`src/rtl/kda_pkg.sv`:
```
// Shared types and constants for the KDA request packer.
// Optional overflow error handling is enabled by defining KDA_REQ_PACKER_ERR_EN.
package kda_pkg;

  typedef enum logic [1:0] {
    ST_IDLE = 2'd0,
    ST_PASS = 2'd1,
    ST_SALT = 2'd2,
    ST_SEND = 2'd3
  } kda_state_e;

  localparam int unsigned KDA_REQ_BEATS  = 17;
  localparam int unsigned KDA_PASS_BYTES = 64;
  localparam int unsigned KDA_SALT_MAX   = 63;

  localparam int unsigned KDA_BUF_W      = 512;
  localparam int unsigned KDA_CNT_W      = 7;
  localparam int unsigned KDA_BEAT_W     = 64;
  localparam int unsigned KDA_BEAT_CNT_W = 5;

  // Header beat field positions
  localparam int unsigned HDR_CHUNKS_LSB   = 38;
  localparam int unsigned HDR_SALT_LEN_LSB = 32;
  localparam int unsigned HDR_ITERS_LSB    = 0;

endpackage

```
`src/rtl/kda_req_packer_if.sv`:
```
// Config, byte-stream and KDA-side request signals of the packer.
// master = upstream/KDA environment side, slave = the packer itself.
interface kda_req_packer_if;
  logic [1:0]  cfg_chunks_i;
  logic [31:0] cfg_iters_i;
  logic        cfg_v_i;
  logic        cfg_ready_o;
  logic [7:0]  byte_i;
  logic        byte_last_i;
  logic        byte_v_i;
  logic        byte_ready_o;
  logic [63:0] data_o;
  logic        v_o;
  logic        ready_i;
  logic        err_o;

  modport master (
    output cfg_chunks_i, cfg_iters_i, cfg_v_i, byte_i, byte_last_i, byte_v_i, ready_i,
    input  cfg_ready_o, byte_ready_o, data_o, v_o, err_o
  );

  modport slave (
    input  cfg_chunks_i, cfg_iters_i, cfg_v_i, byte_i, byte_last_i, byte_v_i, ready_i,
    output cfg_ready_o, byte_ready_o, data_o, v_o, err_o
  );
endinterface

```
`src/rtl/kda_byte_accum.sv`:
```
// 512-bit byte-insert buffer: first byte lands in the MSB, count saturates at LIMIT,
// bytes beyond LIMIT are dropped and raise a sticky overflow flag.
module kda_byte_accum
  import kda_pkg::*;
#(
  parameter int unsigned LIMIT = 64
) (
  input  logic                 clk_i,
  input  logic                 reset_ni,
  input  logic                 clr_i,
  input  logic                 wr_i,
  input  logic [7:0]           byte_i,
  output logic [KDA_BUF_W-1:0] fld_o,
  output logic [KDA_CNT_W-1:0] cnt_o,
  output logic                 ovf_o
);

  // Clear on new request, otherwise insert at byte slot 63-cnt or flag overflow
  always_ff @(posedge clk_i or negedge reset_ni) begin
    if (!reset_ni) begin
      fld_o <= '0;
      cnt_o <= '0;
      ovf_o <= 1'b0;
    end else if (clr_i) begin
      fld_o <= '0;
      cnt_o <= '0;
      ovf_o <= 1'b0;
    end else if (wr_i) begin
      if (cnt_o < KDA_CNT_W'(LIMIT)) begin
        fld_o[{~6'(cnt_o), 3'd0} +: 8] <= byte_i;
        cnt_o <= cnt_o + KDA_CNT_W'(1);
      end else begin
        ovf_o <= 1'b1;
      end
    end
  end

endmodule

```
`src/rtl/kda_req_packer.sv`:
```
// Packs config + password/salt byte stream into the 17-beat KDA request.
// Define KDA_REQ_PACKER_ERR_EN to drop overflowed requests and pulse err_o;
// otherwise overflow truncates silently and err_o stays 0.
module kda_req_packer
  import kda_pkg::*;
(
  input logic             clk_i,
  input logic             reset_ni,
  kda_req_packer_if.slave bus
);

`ifdef KDA_REQ_PACKER_ERR_EN
  localparam bit ERR_EN = 1'b1;
`else
  localparam bit ERR_EN = 1'b0;
`endif

  kda_state_e                state_q, state_n;
  logic [KDA_BEAT_CNT_W-1:0] beat_q, beat_n;
  logic [1:0]                chunks_q;
  logic [31:0]               iters_q;
  logic [KDA_BEAT_W-1:0]     data_n, word_c;
  logic                      err_n;

  logic [KDA_BUF_W-1:0] pass_fld, salt_fld;
  logic [KDA_CNT_W-1:0] pass_cnt_unused, salt_cnt, salt_len_n;
  logic                 pass_ovf, salt_ovf, salt_at_lim, ovf_any;
  logic                 cfg_hs, byte_hs, beat_hs, pass_wr, salt_wr;

  assign cfg_hs      = bus.cfg_v_i & bus.cfg_ready_o;
  assign byte_hs     = bus.byte_v_i & bus.byte_ready_o;
  assign beat_hs     = bus.v_o & bus.ready_i;
  assign pass_wr     = byte_hs & (state_q == ST_PASS);
  assign salt_wr     = byte_hs & (state_q == ST_SALT);
  assign salt_at_lim = salt_cnt >= KDA_CNT_W'(KDA_SALT_MAX);
  assign salt_len_n  = salt_at_lim ? salt_cnt : salt_cnt + KDA_CNT_W'(1);
  assign ovf_any     = pass_ovf | salt_ovf | salt_at_lim;

  kda_byte_accum #(.LIMIT(KDA_PASS_BYTES)) u_pass (
    .clk_i   (clk_i),
    .reset_ni(reset_ni),
    .clr_i   (cfg_hs),
    .wr_i    (pass_wr),
    .byte_i  (bus.byte_i),
    .fld_o   (pass_fld),
    .cnt_o   (pass_cnt_unused),
    .ovf_o   (pass_ovf)
  );

  kda_byte_accum #(.LIMIT(KDA_SALT_MAX)) u_salt (
    .clk_i   (clk_i),
    .reset_ni(reset_ni),
    .clr_i   (cfg_hs),
    .wr_i    (salt_wr),
    .byte_i  (bus.byte_i),
    .fld_o   (salt_fld),
    .cnt_o   (salt_cnt),
    .ovf_o   (salt_ovf)
  );

  // Select the 64-bit field word for data beat beat_n (1..8 pass, 9..16 salt)
  always_comb begin
    word_c = '0;
    if (beat_n <= KDA_BEAT_CNT_W'(8)) begin
      word_c = pass_fld[{~3'(beat_n - KDA_BEAT_CNT_W'(1)), 6'd0} +: KDA_BEAT_W];
    end else begin
      word_c = salt_fld[{~3'(beat_n - KDA_BEAT_CNT_W'(9)), 6'd0} +: KDA_BEAT_W];
    end
  end

  // Next-state, beat counter and next output word
  always_comb begin
    state_n = state_q;
    beat_n  = beat_q;
    data_n  = bus.data_o;
    err_n   = 1'b0;
    unique case (state_q)
      ST_IDLE: begin
        if (cfg_hs) state_n = ST_PASS;
      end
      ST_PASS: begin
        if (byte_hs && bus.byte_last_i) state_n = ST_SALT;
      end
      ST_SALT: begin
        if (byte_hs && bus.byte_last_i) begin
          if (ERR_EN && ovf_any) begin
            state_n = ST_IDLE;
            err_n   = 1'b1;
          end else begin
            state_n = ST_SEND;
            beat_n  = '0;
            data_n  = (KDA_BEAT_W'(chunks_q) << HDR_CHUNKS_LSB)
                    | (KDA_BEAT_W'(6'(salt_len_n)) << HDR_SALT_LEN_LSB)
                    | (KDA_BEAT_W'(iters_q) << HDR_ITERS_LSB);
          end
        end
      end
      ST_SEND: begin
        if (beat_hs) begin
          if (beat_q == KDA_BEAT_CNT_W'(KDA_REQ_BEATS - 1)) begin
            state_n = ST_IDLE;
            beat_n  = '0;
            data_n  = '0;
          end else begin
            beat_n = beat_q + KDA_BEAT_CNT_W'(1);
            data_n = word_c;
          end
        end
      end
      default: state_n = ST_IDLE;
    endcase
  end

  // State, config latch and registered outputs
  always_ff @(posedge clk_i or negedge reset_ni) begin
    if (!reset_ni) begin
      state_q          <= ST_IDLE;
      beat_q           <= '0;
      chunks_q         <= '0;
      iters_q          <= '0;
      bus.cfg_ready_o  <= 1'b1;
      bus.byte_ready_o <= 1'b0;
      bus.v_o          <= 1'b0;
      bus.data_o       <= '0;
      bus.err_o        <= 1'b0;
    end else begin
      state_q          <= state_n;
      beat_q           <= beat_n;
      if (cfg_hs) begin
        chunks_q <= bus.cfg_chunks_i;
        iters_q  <= bus.cfg_iters_i;
      end
      bus.cfg_ready_o  <= (state_n == ST_IDLE);
      bus.byte_ready_o <= (state_n == ST_PASS) || (state_n == ST_SALT);
      bus.v_o          <= (state_n == ST_SEND);
      bus.data_o       <= data_n;
      bus.err_o        <= err_n;
    end
  end

endmodule

```
`src/flat_wrapper.sv`:
```
// flat-port wrapper written by rule: the top's interface ports become plain ports
module kda_req_packer_flat import kda_pkg::*;
  (clk_i, reset_ni, bus_cfg_chunks_i, bus_cfg_iters_i, bus_cfg_v_i, bus_byte_i, bus_byte_last_i, bus_byte_v_i, bus_ready_i, bus_cfg_ready_o, bus_byte_ready_o, bus_data_o, bus_v_o, bus_err_o);
  kda_req_packer_if bus_i ();
  input logic clk_i;
  input logic reset_ni;
  input wire logic [$bits(bus_i.cfg_chunks_i)-1:0] bus_cfg_chunks_i;
  input wire logic [$bits(bus_i.cfg_iters_i)-1:0] bus_cfg_iters_i;
  input wire logic [$bits(bus_i.cfg_v_i)-1:0] bus_cfg_v_i;
  input wire logic [$bits(bus_i.byte_i)-1:0] bus_byte_i;
  input wire logic [$bits(bus_i.byte_last_i)-1:0] bus_byte_last_i;
  input wire logic [$bits(bus_i.byte_v_i)-1:0] bus_byte_v_i;
  input wire logic [$bits(bus_i.ready_i)-1:0] bus_ready_i;
  output wire logic [$bits(bus_i.cfg_ready_o)-1:0] bus_cfg_ready_o;
  output wire logic [$bits(bus_i.byte_ready_o)-1:0] bus_byte_ready_o;
  output wire logic [$bits(bus_i.data_o)-1:0] bus_data_o;
  output wire logic [$bits(bus_i.v_o)-1:0] bus_v_o;
  output wire logic [$bits(bus_i.err_o)-1:0] bus_err_o;
  assign bus_i.cfg_chunks_i = bus_cfg_chunks_i;
  assign bus_i.cfg_iters_i = bus_cfg_iters_i;
  assign bus_i.cfg_v_i = bus_cfg_v_i;
  assign bus_i.byte_i = bus_byte_i;
  assign bus_i.byte_last_i = bus_byte_last_i;
  assign bus_i.byte_v_i = bus_byte_v_i;
  assign bus_i.ready_i = bus_ready_i;
  assign bus_cfg_ready_o = bus_i.cfg_ready_o;
  assign bus_byte_ready_o = bus_i.byte_ready_o;
  assign bus_data_o = bus_i.data_o;
  assign bus_v_o = bus_i.v_o;
  assign bus_err_o = bus_i.err_o;
  kda_req_packer u_core (.clk_i(clk_i), .reset_ni(reset_ni), .bus(bus_i));
endmodule
```
`config.mk`:
```
export PLATFORM = sky130hd
export DESIGN_NAME = kda_req_packer_flat
export DESIGN_NICKNAME = d
export VERILOG_FILES = /design/src/rtl/kda_pkg.sv /design/src/rtl/kda_req_packer_if.sv /design/src/rtl/kda_byte_accum.sv /design/src/rtl/kda_req_packer.sv /design/src/flat_wrapper.sv
export SDC_FILE = /design/constraint.sdc
export NUM_CORES = 2
export LEC_CHECK = 0
export CAP_MARGIN = 15
export CELL_PAD_IN_SITES_DETAIL_PLACEMENT = 0
export CELL_PAD_IN_SITES_GLOBAL_PLACEMENT = 1
export CORE_AREA = 4 4 340 342
export DETAILED_ROUTE_END_ITERATION = 12
export DIE_AREA = 0 0 344 346
export GPL_ROUTABILITY_DRIVEN = 0
export GPL_TIMING_DRIVEN = 0
export HOLD_SLACK_MARGIN = 0.15
export MAX_ROUTING_LAYER = met4
export PLACE_DENSITY = 0.85
export SYNTH_ARGS = -nofsm -noshare
export SYNTH_HDL_FRONTEND = slang
export SYNTH_HIERARCHICAL = 1
export SYNTH_SLANG_ARGS = --single-unit
```
`constraint.sdc`:
```
create_clock -name clk_i -period 4.57 [get_ports clk_i]
set_input_delay 0.914 -clock clk_i [delete_from_list [all_inputs] [get_ports clk_i]]
set_output_delay 0.914 -clock clk_i [all_outputs]
set_load 0.03 [all_outputs]
```
==> summary.md <==
| Metric | Value |
|---|---|
| Outcome | `finished with violations` |
| Failing checks | `negative setup slack` |
| Overall die height | `346 um` |
| Die ar. | `119000 sq um` |
| Worst Clk Skew | `0.0381 ns` |
| Unrepaired setup endpoints after global routing | `true` |
| Final cell count without fillers | `6967` |
| Final Setup Violations | `14` |
| Class of the most critical setup path | `input pin to flop` |
| Clock period minus worst slack | `4.62 ns` |
| Worst R2R Path Depth | `16` |
| Count of filler cells inserted in the layout | `9458` |
| Clock Path Buffers | `3` |
| Average cell area after synthesis | `11.1 sq um` |
| Max cap viols | `0` |
| Number of slew-limit violations in the final report | `0` |
| CTS Root Cell | `sky130_fd_sc_hd__clkbuf_16` |
| Count of mapped cells out of synthesis | `5068` |
| Commonest cells after routing, fill and taps aside | `1143 x sky130_fd_sc_hd__dfrtp_1, 732 x sky130_fd_sc_hd__mux2i_1, 538 x sky130_fd_sc_hd__nand2_1` |
| Via density | `6.93` |
| Layout cell share with drive strength beyond 1 | `13.6%` |
| Headroom to the max-slew limit | `1.66%` |
| Placed insts | `6696` |
| Site row count | `123` |
| Synthesized netlist net count | `5129` |
| Pin count of the biggest net entering global routing | `181` |
| Startpoint of the most critical register-to-register path | `u_core/state_q[0]` |
| CTS H-tree lvls | `4` |
| Maximum clock frequency | `216 MHz` |
| Number of antenna violations at the first check in global routing | `16` |
| Final period utilization | `101%` |
| Insertion delay to the later sink of the worst-skew pair | `0.77 ns` |
| Data required time at the worst endpoint | `5.25 ns` |
| Cell Area, Synth | `56000 sq um` |
| Highest ir drop seen on vdd | `0.723 mV` |
| HPWL reported at the end of detailed placement | `173000 um` |
| WL final | `247000 um` |
| CP Data Arrival Time | `5.31 ns` |
| Initial core utilization | `49.9%` |
| LEAKAGE | `31.3 nW` |
| Type of origin of the critical path | `input pin` |
| Endpoint of the worst setup timing path | `u_core/bus.data_o[52]` |
| Number of warnings printed during yosys synthesis | `6` |
| Number of buffers added on ports | `114` |
| Area growth from synthesis to final layout | `16.8%` |
| Clock slew seen by the registers of the worst setup and hold paths | `0.06 ns` |
| Leading cell type in the layout, fill and taps excluded | `sky130_fd_sc_hd__dfrtp_1` |
| Total congestion overflow | `0` |
| Count of pins on the block boundary | `116` |
| Global-route wire length before repair | `346000 um` |
| Remaining antenna violation count | `0` |
| Remaining DRCs | `0` |
| Reg-to-reg critical path endpoint | `u_core/bus.data_o[52]` |
| Via count of the first global-routing pass | `46700` |
| Violation count after the first detailed-routing iteration | `7934` |
| Summed negative setup slack over all endpoints | `-0.300 ns` |
| Placement-stage worst setup slack | `-3.98 ns` |
| Worst hold slack | `0.489 ns` |
| Transition time at the pin with the least slew margin | `1.47 ns` |
| Worst reg2reg setup slack | `-0.04 ns` |
| Worst-path maximum fanout | `11` |
| Core box area | `112000 sq um` |
| Number of sinks driven by the clock tree | `1146` |
| Worst hold-check path type | `flop to flop` |
| Crit end category | `flop` |
| Overall routing resource usage | `42.0%` |
| Drt wl/cell | `35.4 um` |
| Hold violation total from the final report | `0` |
| Worst Slack Setup Final | `-0.0520 ns` |
| Number of buffers inserted during clock tree synthesis | `130` |
| Crit. Startpoint | `bus_byte_v_i` |
| Vias post-DR | `48300` |
| Cell area power density | `703 nW/um^2` |
| Drt pass-1 iters | `7` |
| Final net count | `5416` |
| Width of the die | `344 um` |
| Clock tree from TritonCTS | `yes` |
==> per-stage QoR <==
step | cell area [sq um] | util [%] | total power, mW
after floorplan | 56000 | - | 21.3
after global placement | 59100 | 52.6 | 31.0
after detailed placement | 59400 | 52.9 | 31.2
after CTS | 64600 | 57.5 | 43.5
after global routing | 65500 | 58.3 | 46.1
final | 65500 | 58.3 | 46.0
==> flip-flops by register name, indices dropped and copies added (netlist names) <==
register                 count
u_core/u_pass/fld_o        512
u_core/u_salt/fld_o        512
u_core/bus.data_o           64
u_core/iters_q              32
u_core/u_pass/cnt_o          7
u_core/u_salt/cnt_o          7
u_core/beat_q                5
u_core/chunks_q              2
u_core/state_q               2
u_core/bus.byte_ready_o      1
u_core/bus.cfg_ready_o       1
u_core/bus.v_o               1
==> critical path, cell delays in order <==
cell	delay, ns
sky130_fd_sc_hd__dlygate4sd2_1	0.31
sky130_fd_sc_hd__nand3_1	0.16
sky130_fd_sc_hd__a222oi_1	0.50
sky130_fd_sc_hd__o21ai_4	0.15
sky130_fd_sc_hd__inv_4	0.12
sky130_fd_sc_hd__buf_12	0.19
sky130_fd_sc_hd__clkbuf_16	0.22
sky130_fd_sc_hd__clkbuf_16	0.23
sky130_fd_sc_hd__ha_4	0.24
sky130_fd_sc_hd__and2_1	0.17
sky130_fd_sc_hd__a221o_2	0.43
sky130_fd_sc_hd__o21ai_4	0.33
sky130_fd_sc_hd__clkbuf_16	0.26
sky130_fd_sc_hd__a211oi_4	0.10
sky130_fd_sc_hd__a2111oi_4	0.64
sky130_fd_sc_hd__a32o_1	0.26
==> where the power goes <==
part	leakage (nW)	switching, mW	internal [mW]
Sequential	15.8	0.503	10.8
Clock	2.19	4.49	6.46
Combinational	13.3	17.2	6.66
==> layer usage <==
metal  GRT usage [%]  up-vias  routed length, um
met5               -        -                  0
met4            29.0        0              23800
li1                -    19000                  -
met3            17.4     1338              35700
met2            56.2     4086              99200
met1            51.2    23900              88100
==> cell type report <==
type                            instances  area, sq um  share of cell area, %
Multi-Input combinational cell       3482        26200                   40.0
Sequential cell                      1146        28700                   43.8
Antenna cell                           10         25.0                 0.0382
Tap cell                             1500         1880                   2.87
Buffer                                423         2310                   3.54
Inverter                               15         58.8                 0.0898
Timing Repair Buffer                  157         1870                   2.86
Clock inverter                         47          591                  0.902
Clock buffer                          187         3850                   5.88
==> how the worst min path moves through the flow <==
stage	cells after the start	to	slack (ns)	startpoint
6_report	1	u_core/u_salt/fld_o[219]	0.49	u_core/u_salt/fld_o[219]
5_1_grt	1	u_core/u_pass/fld_o[360]	0.50	u_core/u_pass/fld_o[360]
4_1_cts	1	u_core/u_pass/fld_o[77]	0.49	u_core/u_pass/fld_o[77]
3_5_place_dp	1	u_core/u_salt/fld_o[190]	0.47	u_core/u_salt/fld_o[190]
3_3_place_gp	1	u_core/u_pass/fld_o[207]	0.47	u_core/u_pass/fld_o[207]
2_1_floorplan	1	u_core/u_pass/fld_o[11]	0.46	u_core/u_pass/fld_o[11]
==> timing repair <==
action	4_1_cts	5_1_grt
resized for setup	208	167
hold buffers	1	0
buffers inserted	8	6
pin swaps	12	12
endpoints found under the hold margin	26	0
setup endpoints to repair	784	274
(Power assumes the default switching activity.)
